[src/rtl/vip_stream_reader_pkg.sv]
// Shared types and defaults for the VIP stream reader: FSM encoding and the
// per-pixel tag bundle that travels alongside pixel data.
package vip_stream_pkg;

  localparam int DIM_W_DEF  = 11;
  localparam int DWIDTH_DEF = 24;

  typedef enum logic [1:0] {
    S_IDLE = 2'd0,
    S_RUN  = 2'd1,
    S_DONE = 2'd2
  } state_t;

  typedef struct packed {
    logic sof;
    logic eol;
    logic eof;
  } tag_t;

  localparam int TAG_W = $bits(tag_t);

endpackage

[src/rtl/vip_stream_reader_skid2.sv]
// Two-entry ready/valid buffer. Head drives the output and only changes when
// popped (or when empty), so data is stable while a beat is stalled.
module vip_stream_skid2 #(
  parameter int W = 27
) (
  input  logic         clock,
  input  logic         reset,
  input  logic         push,
  input  logic [W-1:0] push_data,
  output logic         valid,
  output logic [W-1:0] data,
  input  logic         ready,
  output logic [1:0]   occupancy
);

  logic [W-1:0] head;
  logic [W-1:0] tail;
  logic [1:0]   occ;
  logic         pop;

  assign pop       = valid && ready;
  assign valid     = (occ != 2'd0);
  assign data      = head;
  assign occupancy = occ;

  // Upstream never pushes into a full buffer unless a pop happens in the same cycle.
  always_ff @(posedge clock or posedge reset) begin
    if (reset) begin
      head <= '0;
      tail <= '0;
      occ  <= 2'd0;
    end else begin
      case ({push, pop})
        2'b10: begin
          if (occ == 2'd0) head <= push_data;
          else             tail <= push_data;
          occ <= occ + 2'd1;
        end
        2'b01: begin
          head <= tail;
          occ  <= occ - 2'd1;
        end
        2'b11: begin
          if (occ == 2'd1) begin
            head <= push_data;
          end else begin
            head <= tail;
            tail <= push_data;
          end
        end
        default: ;
      endcase
    end
  end

endmodule

[src/rtl/vip_stream_reader.sv]
// Pops pixels from a normal-mode VIP FIFO and re-emits them as a tagged
// ready/valid stream. Optional stall/starve counters: VIP_STREAM_READER_STALL_CNT_EN.
module vip_stream_reader
  import vip_stream_pkg::*;
#(
  parameter int DWIDTH = DWIDTH_DEF,
  parameter int DIM_W  = DIM_W_DEF
) (
  input  logic              clock,
  input  logic              reset,
  input  logic              start,
  input  logic [DIM_W-1:0]  width,
  input  logic [DIM_W-1:0]  height,
  input  logic [DIM_W-1:0]  num_frame,
  input  logic [DWIDTH-1:0] fifo_data,
  input  logic              fifo_empty,
  output logic              fifo_rdreq,
  output logic [DWIDTH-1:0] out_data,
  output logic              out_valid,
  input  logic              out_ready,
  output logic              out_sof,
  output logic              out_eol,
  output logic              out_eof,
  output logic              busy,
  output logic              done,
`ifdef VIP_STREAM_READER_STALL_CNT_EN
  output logic [31:0]       stall_cycles,
  output logic [31:0]       starve_cycles,
`endif
  output state_t            fsm_state
);

  localparam int ACC_W = 3 * DIM_W;
  localparam int BUF_W = DWIDTH + TAG_W;

  state_t            state;
  state_t            state_nxt;
  logic [DIM_W-1:0]  w_q, h_q, nf_q;
  logic [DIM_W-1:0]  col, row, frm;
  logic              issue_done;
  logic              rd_pend;
  tag_t              pend_tag;
  tag_t              issue_tag;
  tag_t              buf_tag;
  logic [ACC_W-1:0]  total;
  logic [ACC_W-1:0]  acc_cnt;
  logic              dims_ok;
  logic              take_start;
  logic              last_issue;
  logic              last_accept;
  logic              buf_valid;
  logic              buf_pop;
  logic [BUF_W-1:0]  buf_data;
  logic [1:0]        buf_occ;
  logic [2:0]        load;

  assign dims_ok    = (|width) && (|height) && (|num_frame);
  assign take_start = (state == S_IDLE) && start;

  assign issue_tag.sof = (col == '0) && (row == '0);
  assign issue_tag.eol = (col == w_q - DIM_W'(1));
  assign issue_tag.eof = issue_tag.eol && (row == h_q - DIM_W'(1));
  assign last_issue    = issue_tag.eof && (frm == nf_q - DIM_W'(1));

  // Handshake: a beat transfers on out_valid && out_ready; once out_valid rises,
  // out_data and tags hold until that transfer. Room is judged after this
  // cycle's pop so a 1-deep steady state sustains one pixel per cycle.
  assign buf_pop    = buf_valid && out_ready;
  assign load       = {1'b0, buf_occ} - {2'b00, buf_pop} + {2'b00, rd_pend};
  assign fifo_rdreq = (state == S_RUN) && !fifo_empty && !issue_done && (load < 3'd2);

  assign last_accept = buf_pop && ((acc_cnt + ACC_W'(1)) == total);

  always_comb begin
    state_nxt = state;
    case (state)
      S_IDLE: if (start) state_nxt = dims_ok ? S_RUN : S_DONE;
      S_RUN:  if (last_accept) state_nxt = S_DONE;
      S_DONE: state_nxt = S_IDLE;
      default: state_nxt = S_IDLE;
    endcase
  end

  always_ff @(posedge clock or posedge reset) begin
    if (reset) begin
      state      <= S_IDLE;
      w_q        <= '0;
      h_q        <= '0;
      nf_q       <= '0;
      col        <= '0;
      row        <= '0;
      frm        <= '0;
      issue_done <= 1'b0;
      rd_pend    <= 1'b0;
      pend_tag   <= '0;
      total      <= '0;
      acc_cnt    <= '0;
    end else begin
      state    <= state_nxt;
      rd_pend  <= fifo_rdreq;
      pend_tag <= issue_tag;
      if (take_start) begin
        w_q        <= width;
        h_q        <= height;
        nf_q       <= num_frame;
        total      <= ACC_W'(width) * ACC_W'(height) * ACC_W'(num_frame);
        col        <= '0;
        row        <= '0;
        frm        <= '0;
        issue_done <= 1'b0;
        acc_cnt    <= '0;
      end else begin
        if (fifo_rdreq) begin
          if (last_issue) issue_done <= 1'b1;
          if (issue_tag.eol) begin
            col <= '0;
            if (issue_tag.eof) begin
              row <= '0;
              frm <= frm + DIM_W'(1);
            end else begin
              row <= row + DIM_W'(1);
            end
          end else begin
            col <= col + DIM_W'(1);
          end
        end
        if (buf_pop) acc_cnt <= acc_cnt + ACC_W'(1);
      end
    end
  end

  // Tags were computed at issue time and ride alongside the FIFO read data.
  vip_stream_skid2 #(.W(BUF_W)) u_skid (
    .clock     (clock),
    .reset     (reset),
    .push      (rd_pend),
    .push_data ({fifo_data, pend_tag}),
    .valid     (buf_valid),
    .data      (buf_data),
    .ready     (out_ready),
    .occupancy (buf_occ)
  );

  assign buf_tag   = buf_data[TAG_W-1:0];
  assign out_data  = buf_data[TAG_W +: DWIDTH];
  assign out_valid = buf_valid;
  assign out_sof   = buf_tag.sof;
  assign out_eol   = buf_tag.eol;
  assign out_eof   = buf_tag.eof;
  assign busy      = (state == S_RUN);
  assign done      = (state == S_DONE);
  assign fsm_state = state;

`ifdef VIP_STREAM_READER_STALL_CNT_EN
  always_ff @(posedge clock or posedge reset) begin
    if (reset) begin
      stall_cycles  <= '0;
      starve_cycles <= '0;
    end else if (take_start) begin
      stall_cycles  <= '0;
      starve_cycles <= '0;
    end else if (state == S_RUN) begin
      if (buf_valid && !out_ready && (stall_cycles != 32'hFFFF_FFFF))
        stall_cycles <= stall_cycles + 32'd1;
      if (fifo_empty && (buf_occ == 2'd0) && (starve_cycles != 32'hFFFF_FFFF))
        starve_cycles <= starve_cycles + 32'd1;
    end
  end
`endif

endmodule
[config.mk]
export PLATFORM = sky130hd
export DESIGN_NAME = vip_stream_reader
export DESIGN_NICKNAME = d
export VERILOG_FILES = /design/src/rtl/vip_stream_reader_pkg.sv /design/src/rtl/vip_stream_reader_skid2.sv /design/src/rtl/vip_stream_reader.sv
export SDC_FILE = /design/constraint.sdc
export NUM_CORES = 1
export LEC_CHECK = 0
export CAP_MARGIN = 0
export CORE_ASPECT_RATIO = 1.75
export CORE_MARGIN = 5
export CORE_UTILIZATION = 35
export DETAILED_ROUTE_END_ITERATION = 7
export PLACE_DENSITY = 0.64
export REMOVE_ABC_BUFFERS = 1
export SLEW_MARGIN = 15
export SYNTH_ARGS = -nofsm -noshare
export SYNTH_HDL_FRONTEND = slang
export SYNTH_HIERARCHICAL = 1
export SYNTH_SLANG_ARGS = --single-unit
[constraint.sdc]
create_clock -name clock -period 4.4 [get_ports clock]
set_input_delay 0.44 -clock clock [delete_from_list [all_inputs] [get_ports clock]]
set_output_delay 0.44 -clock clock [all_outputs]
set_load 0.05 [all_outputs]
==> metrics.md, run 1 <==
| Metric | Value |
|---|---|
| Max Slew Vio Count | 0 |
| Die Area | 69600 µm² |
| Worst setup path start | width[9] |
| Average wire per standard cell | 16.8 µm |
| Fin Hold WS | 0.350 ns |
| Via count | 18.9k |
| Standard-cell rows | 123 |
| Drt via density | 5.04 |
| First-pass GRT wire length | 103 mm |
| DP Cell Count | 3638 |
| IO Port Bufs | 94 |
| Data required, critical path | 4.75 ns |
| Ant. Diodes | 0 |
| Yosys cell types | 75 |
| Async SR Flop Fraction | 100% |
| Largest net degree at the start of global routing | 105 |
| Post-synth top area cell | fa_1 |
| Area Growth Syn to Fin | 30.0% |
| DRT Wirelength | 63.2 mm |
| Number of CTS-inserted buffers | 17 |
| Critical path fanouts, max | 3 |
| Pre-antenna DRT Iters | 5 |
| Yosys warns | 6 |
| Grt ovf | 0 |
| Layout Cells excl Fill | 3757 |
| Yosys reg bits | 195 |
| Root Driver | clkbuf_16 |
| H-tree Lvls | 4 |
| RSZ-0062 raised after global routing | true |
| Initial antenna violation count | 1 |
| R2R depth | 14 |
| Worst Min Path Start | height[2] |
| CTS tree | done |
| Routed Antenna Nets | 0 |
| Syn avg cell area | 8.73 µm² |
| CP endpoint kind | register |
| Max Fclk | 110 MHz |
| Utilization after layout | 45.6% |
| Dominant synthesized flop cell | dfrtp_1 |
| Hold_buf cts | 0 |
| Final net count | 3401 |
| Max-cap violations | 0 |
| Clk_lat worst skew | 0.46 ns |
| DP HPWL | 49.0 mm |
| Clock sink count | 195 |
| Critical Path Max Stage Delay | 0.57 ns |
| Final worst slack | -4.70 ns |
| CP Data Arrival Time | 9.45 ns |
| Final setup viols | 29 |
| DIE HEIGHT | 345 µm |
| Crit path launch type | input port |
| Worst Tran Pin Value | 1.00 ns |
| Hold Vio Cnt, Final | 0 |
| Die W | 202 µm |
| Initial Util | 35.1% |
| GRT Resource Usage Total | 18.1% |
| Initial DRC Count | 824 |
| Syn Inst Count | 2573 |
| Crit path time final | 9.10 ns |
| Vias in the first global route | 20.3k |
| Kind of critical path | in2reg |
| Worst slack at placement | -6.01 ns |
| Global placement routability congestion | 0.912 |
| Reg2reg start | u_skid/occupancy[1]$_DFFE_PP0P_ |
| Sequential fraction of the synthesis area | 21.7% |
| R2R Setup Slk | 0.61 ns |
| CP max stage cell | fa_1 |
| Synth area leaders | fa_1 23%, dfrtp_1 22%, ha_1 8.2% |
| Ratio of cells with drive above 1 in the final layout | 25.3% |
| Reg2reg end | frm[6]$_DFFE_PP0P_ |
| Min-delay worst type | in2reg |
| Final period utilization | 207% |
| Skew final | 0.0214 ns |
| Crit path to | total[31]$_DFFE_PP0P_ |
| Synthesized area | 22500 µm² |
| EDFF count, synth | 0 |
| Clock Tree Buf Depth | 2 |
| CP most frequent cell | fa_1 |
| Status | complete, but fails checks |
| Core area | 64000 µm² |
| Area fraction of the dominant cell type after synthesis | 23.2% |
| Slew headroom | 33.0% |
| Num ports | 95 |
| Clk slew on worst S/H paths | 0.08 ns |
| Violated checks | setup timing |
| Drt drc | 0 |
-- Yosys cell counts (20+ instances only) --
cell type and count:
a21oi_1 55, a31oi_1 45, and2_1 162, and3_1 40, clkbuf_1 122, dfrtp_1 195, fa_1 260, ha_1 147
inv_1 351, mux2_4 20, nand2_1 332, nand2b_1 21, nand3_1 53, nand4_1 25, nor2_1 148, nor3_1 29
nor4_1 23, o21ai_0 161, xnor2_1 86, xor2_1 75
-- critical path: cells and delay by family --
kind	cells	cell delay, ns
compound gates	9	1.97
fa+ha+maj	12	5.40
buf+inv	7	0.60
simple gates	8	1.02
-- layer usage --
metal  vias to the layer above  wire length, µm  global-route usage, %
met5                         -               20                      0
met4                         2             4020                   10.5
met3                       179             1560                   1.41
met2                       403            34200                   34.7
met1                      9322            23400                   19.1
li1                       9014                -                      -
-- stage by stage --
step,setup TNS [ns],area (µm²)
finish,-109.67,29200
global route,-118.18,29200
CTS,-107.75,28700
detailed placement,-146.62,26300
global placement,-144.67,26300
floorplan,-225.97,21900
-- worst min path at each step --
stage	slack, ns	cells after the start	end
2_1_floorplan	0.47	2	nf_q[9]$_DFFE_PP0P_
3_3_place_gp	0.48	1	u_skid/tail[21]$_DFFE_PP0P_
3_5_place_dp	0.49	1	u_skid/tail[14]$_DFFE_PP0P_
4_1_cts	0.34	4	h_q[2]$_DFFE_PP0P_
5_1_grt	0.35	4	h_q[2]$_DFFE_PP0P_
6_report	0.35	4	h_q[2]$_DFFE_PP0P_
-- cell type report --
| cell class | count | area (µm²) |
|---|---|---|
| fillers | 6040 | 34800 |
| clock inverters | 14 | 181 |
| well taps | 812 | 1020 |
| flip-flops and latches | 195 | 4880 |
| inverters | 351 | 1330 |
| repair buffers | 477 | 4300 |
| clock buffers | 18 | 429 |
| multi-input cells | 1890 | 17100 |
-- cells by family after synthesis --
group | after synthesis | share of synthesized area, %
adders and majority gates | 407 | 31.3
xor gates and xnor gates | 161 | 6.27
muxes | 35 | 2.06
DFF | 195 | 21.7
AOI/OAI and AO/OA | 376 | 10.3
and+or+nand+nor | 911 | 19.9
buffers and inverters | 488 | 8.39
-- what timing repair did --
| item | in CTS | in global routing |
|---|---|---|
| resized for setup | 430 | 108 |
| buffers inserted | 68 | 25 |
| endpoints found under the setup margin | 30 | 29 |
| pin swaps | 187 | 124 |
| gates cloned | 2 | 0 |
-- cells in the final DEF, fill, tap and decap left out, drive strengths merged, types with 21 or more instances in the layout --
cell and instances:
nor4 24, dfrtp 195, nand2 332, and2 163
clkdlybuf4s50 71, nand4 25, o21ai 161, and3 40
mux2 30, nand2b 21, xnor2 86, nor3 29
a21oi 55, a31oi 45, fa 260, xor2 75
nand3 53, ha 147, buf 400, nor2 148
inv 357
-- registers in the layout (all words and copies together), names as in the netlist, 27 cells and up --
register,flops
total,33
u_skid/tail,27
u_skid/data,27
acc_cnt,33
Power of run 1 is left out: the tool's default activity adds up to more than one toggle a clock period on the data nets, which glitch-free logic cannot reach.
==> run 2: changes to the inputs <==
--- a/config.mk
+++ b/config.mk
@@ -7,7 +7,6 @@
 export LEC_CHECK = 0
 export CAP_MARGIN = 0
 export CORE_ASPECT_RATIO = 1.75
-export CORE_MARGIN = 5
 export CORE_UTILIZATION = 35
 export DETAILED_ROUTE_END_ITERATION = 7
 export PLACE_DENSITY = 0.64
==> run 2 against run 1 <==
Compared with the run above: the run still ends with setup timing left; non-clock buffer count down 23; critical endpoint unchanged; worst setup slack better by 0.14 ns; critical path type unchanged; critical path depth up 1; wire length is 1.9% lower; sequential share of layout area rose by 0.062 points; count of clock-buffer cells in the layout increased by 10.
==> metrics.md, run 2 (same netlist as run 1, synthesis figures left out) <==
| Metric | Value |
|---|---|
| Final worst slack | -4.56 ns (was -4.70 ns) |
| Most frequent cells in the layout | 311 x inv_1, 296 x nand2_1, 278 x buf_4 (was 304 x buf_4, 296 x inv_1, 293 x nand2_1) |
| Hold Vio Cnt, Final | 0 (unchanged) |
| Ant. Diodes | 0 (unchanged) |
| Initial DRC Count | 828 (was 824) |
| DRT Wirelength | 62.0 mm (was 63.2 mm) |
| Max-cap violations | 0 (unchanged) |
| Num ports | 95 (unchanged) |
| CTS tree | done (unchanged) |
| Initial antenna violation count | 1 (unchanged) |
| Slew headroom | 37.1% (was 33.0%) |
| # fillers | 5881 (was 6040) |
| CP most frequent cell | fa_1 (unchanged) |
| DP HPWL | 49.0 mm (about the same) |
| Global placement routability congestion | 0.882 (was 0.912) |
| Initial Util | 35.5% (was 35.1%) |
| Fin Hold WS | 0.312 ns (was 0.350 ns) |
| IO Port Bufs | 94 (unchanged) |
| Violated checks | setup timing (unchanged) |
| Drt via density | 5.08 (was 5.04) |
| DP Cell Count | 3625 (was 3638) |
| Clk slew on worst S/H paths | 0.07 ns (was 0.08 ns) |
| Root Driver | clkbuf_16 (unchanged) |
| Kind of critical path | in2reg (unchanged) |
| Clock sink count | 195 (unchanged) |
| Average wire per standard cell | 16.6 µm (was 16.8 µm) |
| Standard-cell rows | 122 (was 123) |
| Setup TNS Final | -106.84 ns (was -109.67 ns) |
| Grt ovf | 0 (unchanged) |
| Drt drc | 0 (unchanged) |
| Final net count | 3386 (was 3401) |
| Largest regs | acc_cnt x33, total x33 (unchanged) |
| Final setup viols | 29 (unchanged) |
| Number of CTS-inserted buffers | 25 (was 17) |
| H-tree Lvls | 4 (unchanged) |
| CP endpoint kind | register (unchanged) |
| Core area | 63300 µm² (was 64000 µm²) |
| Commonest non-fill, non-tap cell in the layout | inv_1 (was buf_4) |
| Layout Cells excl Fill | 3729 (was 3757) |
| Vias in the first global route | 20.7k (was 20.3k) |
| Worst Hold End | h_q[2]$_DFFE_PP0P_ (unchanged) |
| Final period utilization | 204% (was 207%) |
| Hold path depth | 4 (unchanged) |
| Min-delay worst type | in2reg (unchanged) |
| Critical Path Max Stage Delay | 0.57 ns (about the same) |
| Max Fclk | 112 MHz (was 110 MHz) |
| R2R depth | 8 (was 14) |
| Skew final | 0.0396 ns (was 0.0214 ns) |
| Crit path time final | 8.96 ns (was 9.10 ns) |
| R2R Setup Slk | 0.56 ns (was 0.61 ns) |
| Worst Tran Pin Value | 0.944 ns (was 1.00 ns) |
| RSZ-0062 raised after global routing | true (unchanged) |
| Crit path launch type | input port (unchanged) |
| Clock Tree Buf Depth | 3 (was 2) |
| Via count | 19.0k (was 18.9k) |
| Reg2reg start | acc_cnt[12]$_DFFE_PP0P_ (was u_skid/occupancy[1]$_DFFE_PP0P_) |
| Routed Antenna Nets | 0 (unchanged) |
| CP max stage cell | fa_1 (unchanged) |
| CP Data Arrival Time | 9.36 ns (was 9.45 ns) |
| Die Area | 65300 µm² (was 69600 µm²) |
| First-pass GRT wire length | 104 mm (was 103 mm) |
| Clk_lat worst skew | 0.52 ns (was 0.46 ns) |
| Status | complete, but fails checks (unchanged) |
| Ratio of cells with drive above 1 in the final layout | 23.8% (was 25.3%) |
| Post-DP Area | 26200 µm² (was 26300 µm²) |
| DIE HEIGHT | 337 µm (was 345 µm) |
| Die W | 194 µm (was 202 µm) |
| Worst Min Path Start | height[2] (unchanged) |
| Area Growth Syn to Fin | 29.5% (was 30.0%) |
| Reg2reg end | fsm_state[1]$_DFFE_PP0P_ (was frm[6]$_DFFE_PP0P_) |
| Data required, critical path | 4.80 ns (was 4.75 ns) |
| Cell area after layout | 29100 µm² (was 29200 µm²) |
| Max Slew Vio Count | 0 (unchanged) |
| Largest net degree at the start of global routing | 81 (was 105) |
| GRT Resource Usage Total | 19.8% (was 18.1%) |
| Pre-antenna DRT Iters | 5 (unchanged) |
| Critical path fanouts, max | 5 (was 3) |
-- run 2: cell types whose count changed in the layout (fill, tap and decap cells not counted), moves of 4 or more --
cell	previous run	this run
buf_4	304	278
inv_1	296	311
inv_2	53	38
clkbuf_16	18	25
o21ai_1	34	29
and2_1	141	145
and2_4	22	18
clkinv_8	4	0
nand2_2	26	22
nor2_2	8	4
-- run 2: worst max path at each step --
stage,cells after the start,end,start,slack (ns)
after floorplan,33,total[31]$_DFFE_PP0P_,height[2],-5.05
after global placement,36,total[28]$_DFFE_PP0P_,height[2],-6.01
after detailed placement,36,total[28]$_DFFE_PP0P_,height[2],-6.19
after CTS,36,total[31]$_DFFE_PP0P_,width[5],-4.54
after global routing,39,total[31]$_DFFE_PP0P_,width[3],-4.90
final,37,total[31]$_DFFE_PP0P_,width[3],-4.56
-- run 2: metrics by stage --
stage	util [%]	setup slack (ns)
finish	45.9	-4.56
global route	45.9	-4.90
CTS	45.1	-4.54
detailed placement	41.4	-6.19
global placement	41.4	-6.01
floorplan	-	-5.05
-- run 2: layout make-up --
class | count | area [µm²] | area share (%)
repair buffers | 454 | 4140 | 14.2
multi-input cells | 1890 | 17100 | 58.6
clock inverters | 5 | 36.3 | 0.125
flip-flops and latches | 195 | 4880 | 16.8
clock buffers | 28 | 647 | 2.22
inverters | 351 | 1330 | 4.55
well taps | 806 | 1010 | 3.47
-- run 2: metal layers --
layer / vias to the layer above / track usage [%] / share of wire [%]
met2: 394 / 38.6 / 54
li1: 8982 / - / -
met5: - / 0 / 0.016
met3: 186 / 1.65 / 2.5
met4: 2 / 12.9 / 6.6
met1: 9393 / 20.0 / 37
-- run 2: repair_timing --
action | CTS | global route
endpoints found under the setup margin | 30 | 29
pin swaps | 157 | 107
cloned | 2 | 0
gates resized for setup | 408 | 104
hold buffers | 0 | 0
setup buffers | 61 | 21
-- run 2: critical path: cells and delay by family --
kind | cells | cell delay [ns]
buf+inv | 9 | 0.91
simple gates | 6 | 0.82
fa+ha+maj | 12 | 5.41
xor+xnor | 1 | 0.12
compound gates | 9 | 1.64
Power of run 2 is left out for the same reason.
==> run 3: changes to the inputs <==
--- a/config.mk
+++ b/config.mk
@@ -9,6 +9,7 @@
 export CORE_ASPECT_RATIO = 1.75
 export CORE_UTILIZATION = 35
 export DETAILED_ROUTE_END_ITERATION = 7
+export GPL_TIMING_DRIVEN = 1
 export PLACE_DENSITY = 0.64
 export REMOVE_ABC_BUFFERS = 1
 export SLEW_MARGIN = 15
==> results of run 3 <==
No change in the layout: final DEF, timing and power equal those of run 2.
Power of run 3 is left out for the same reason.
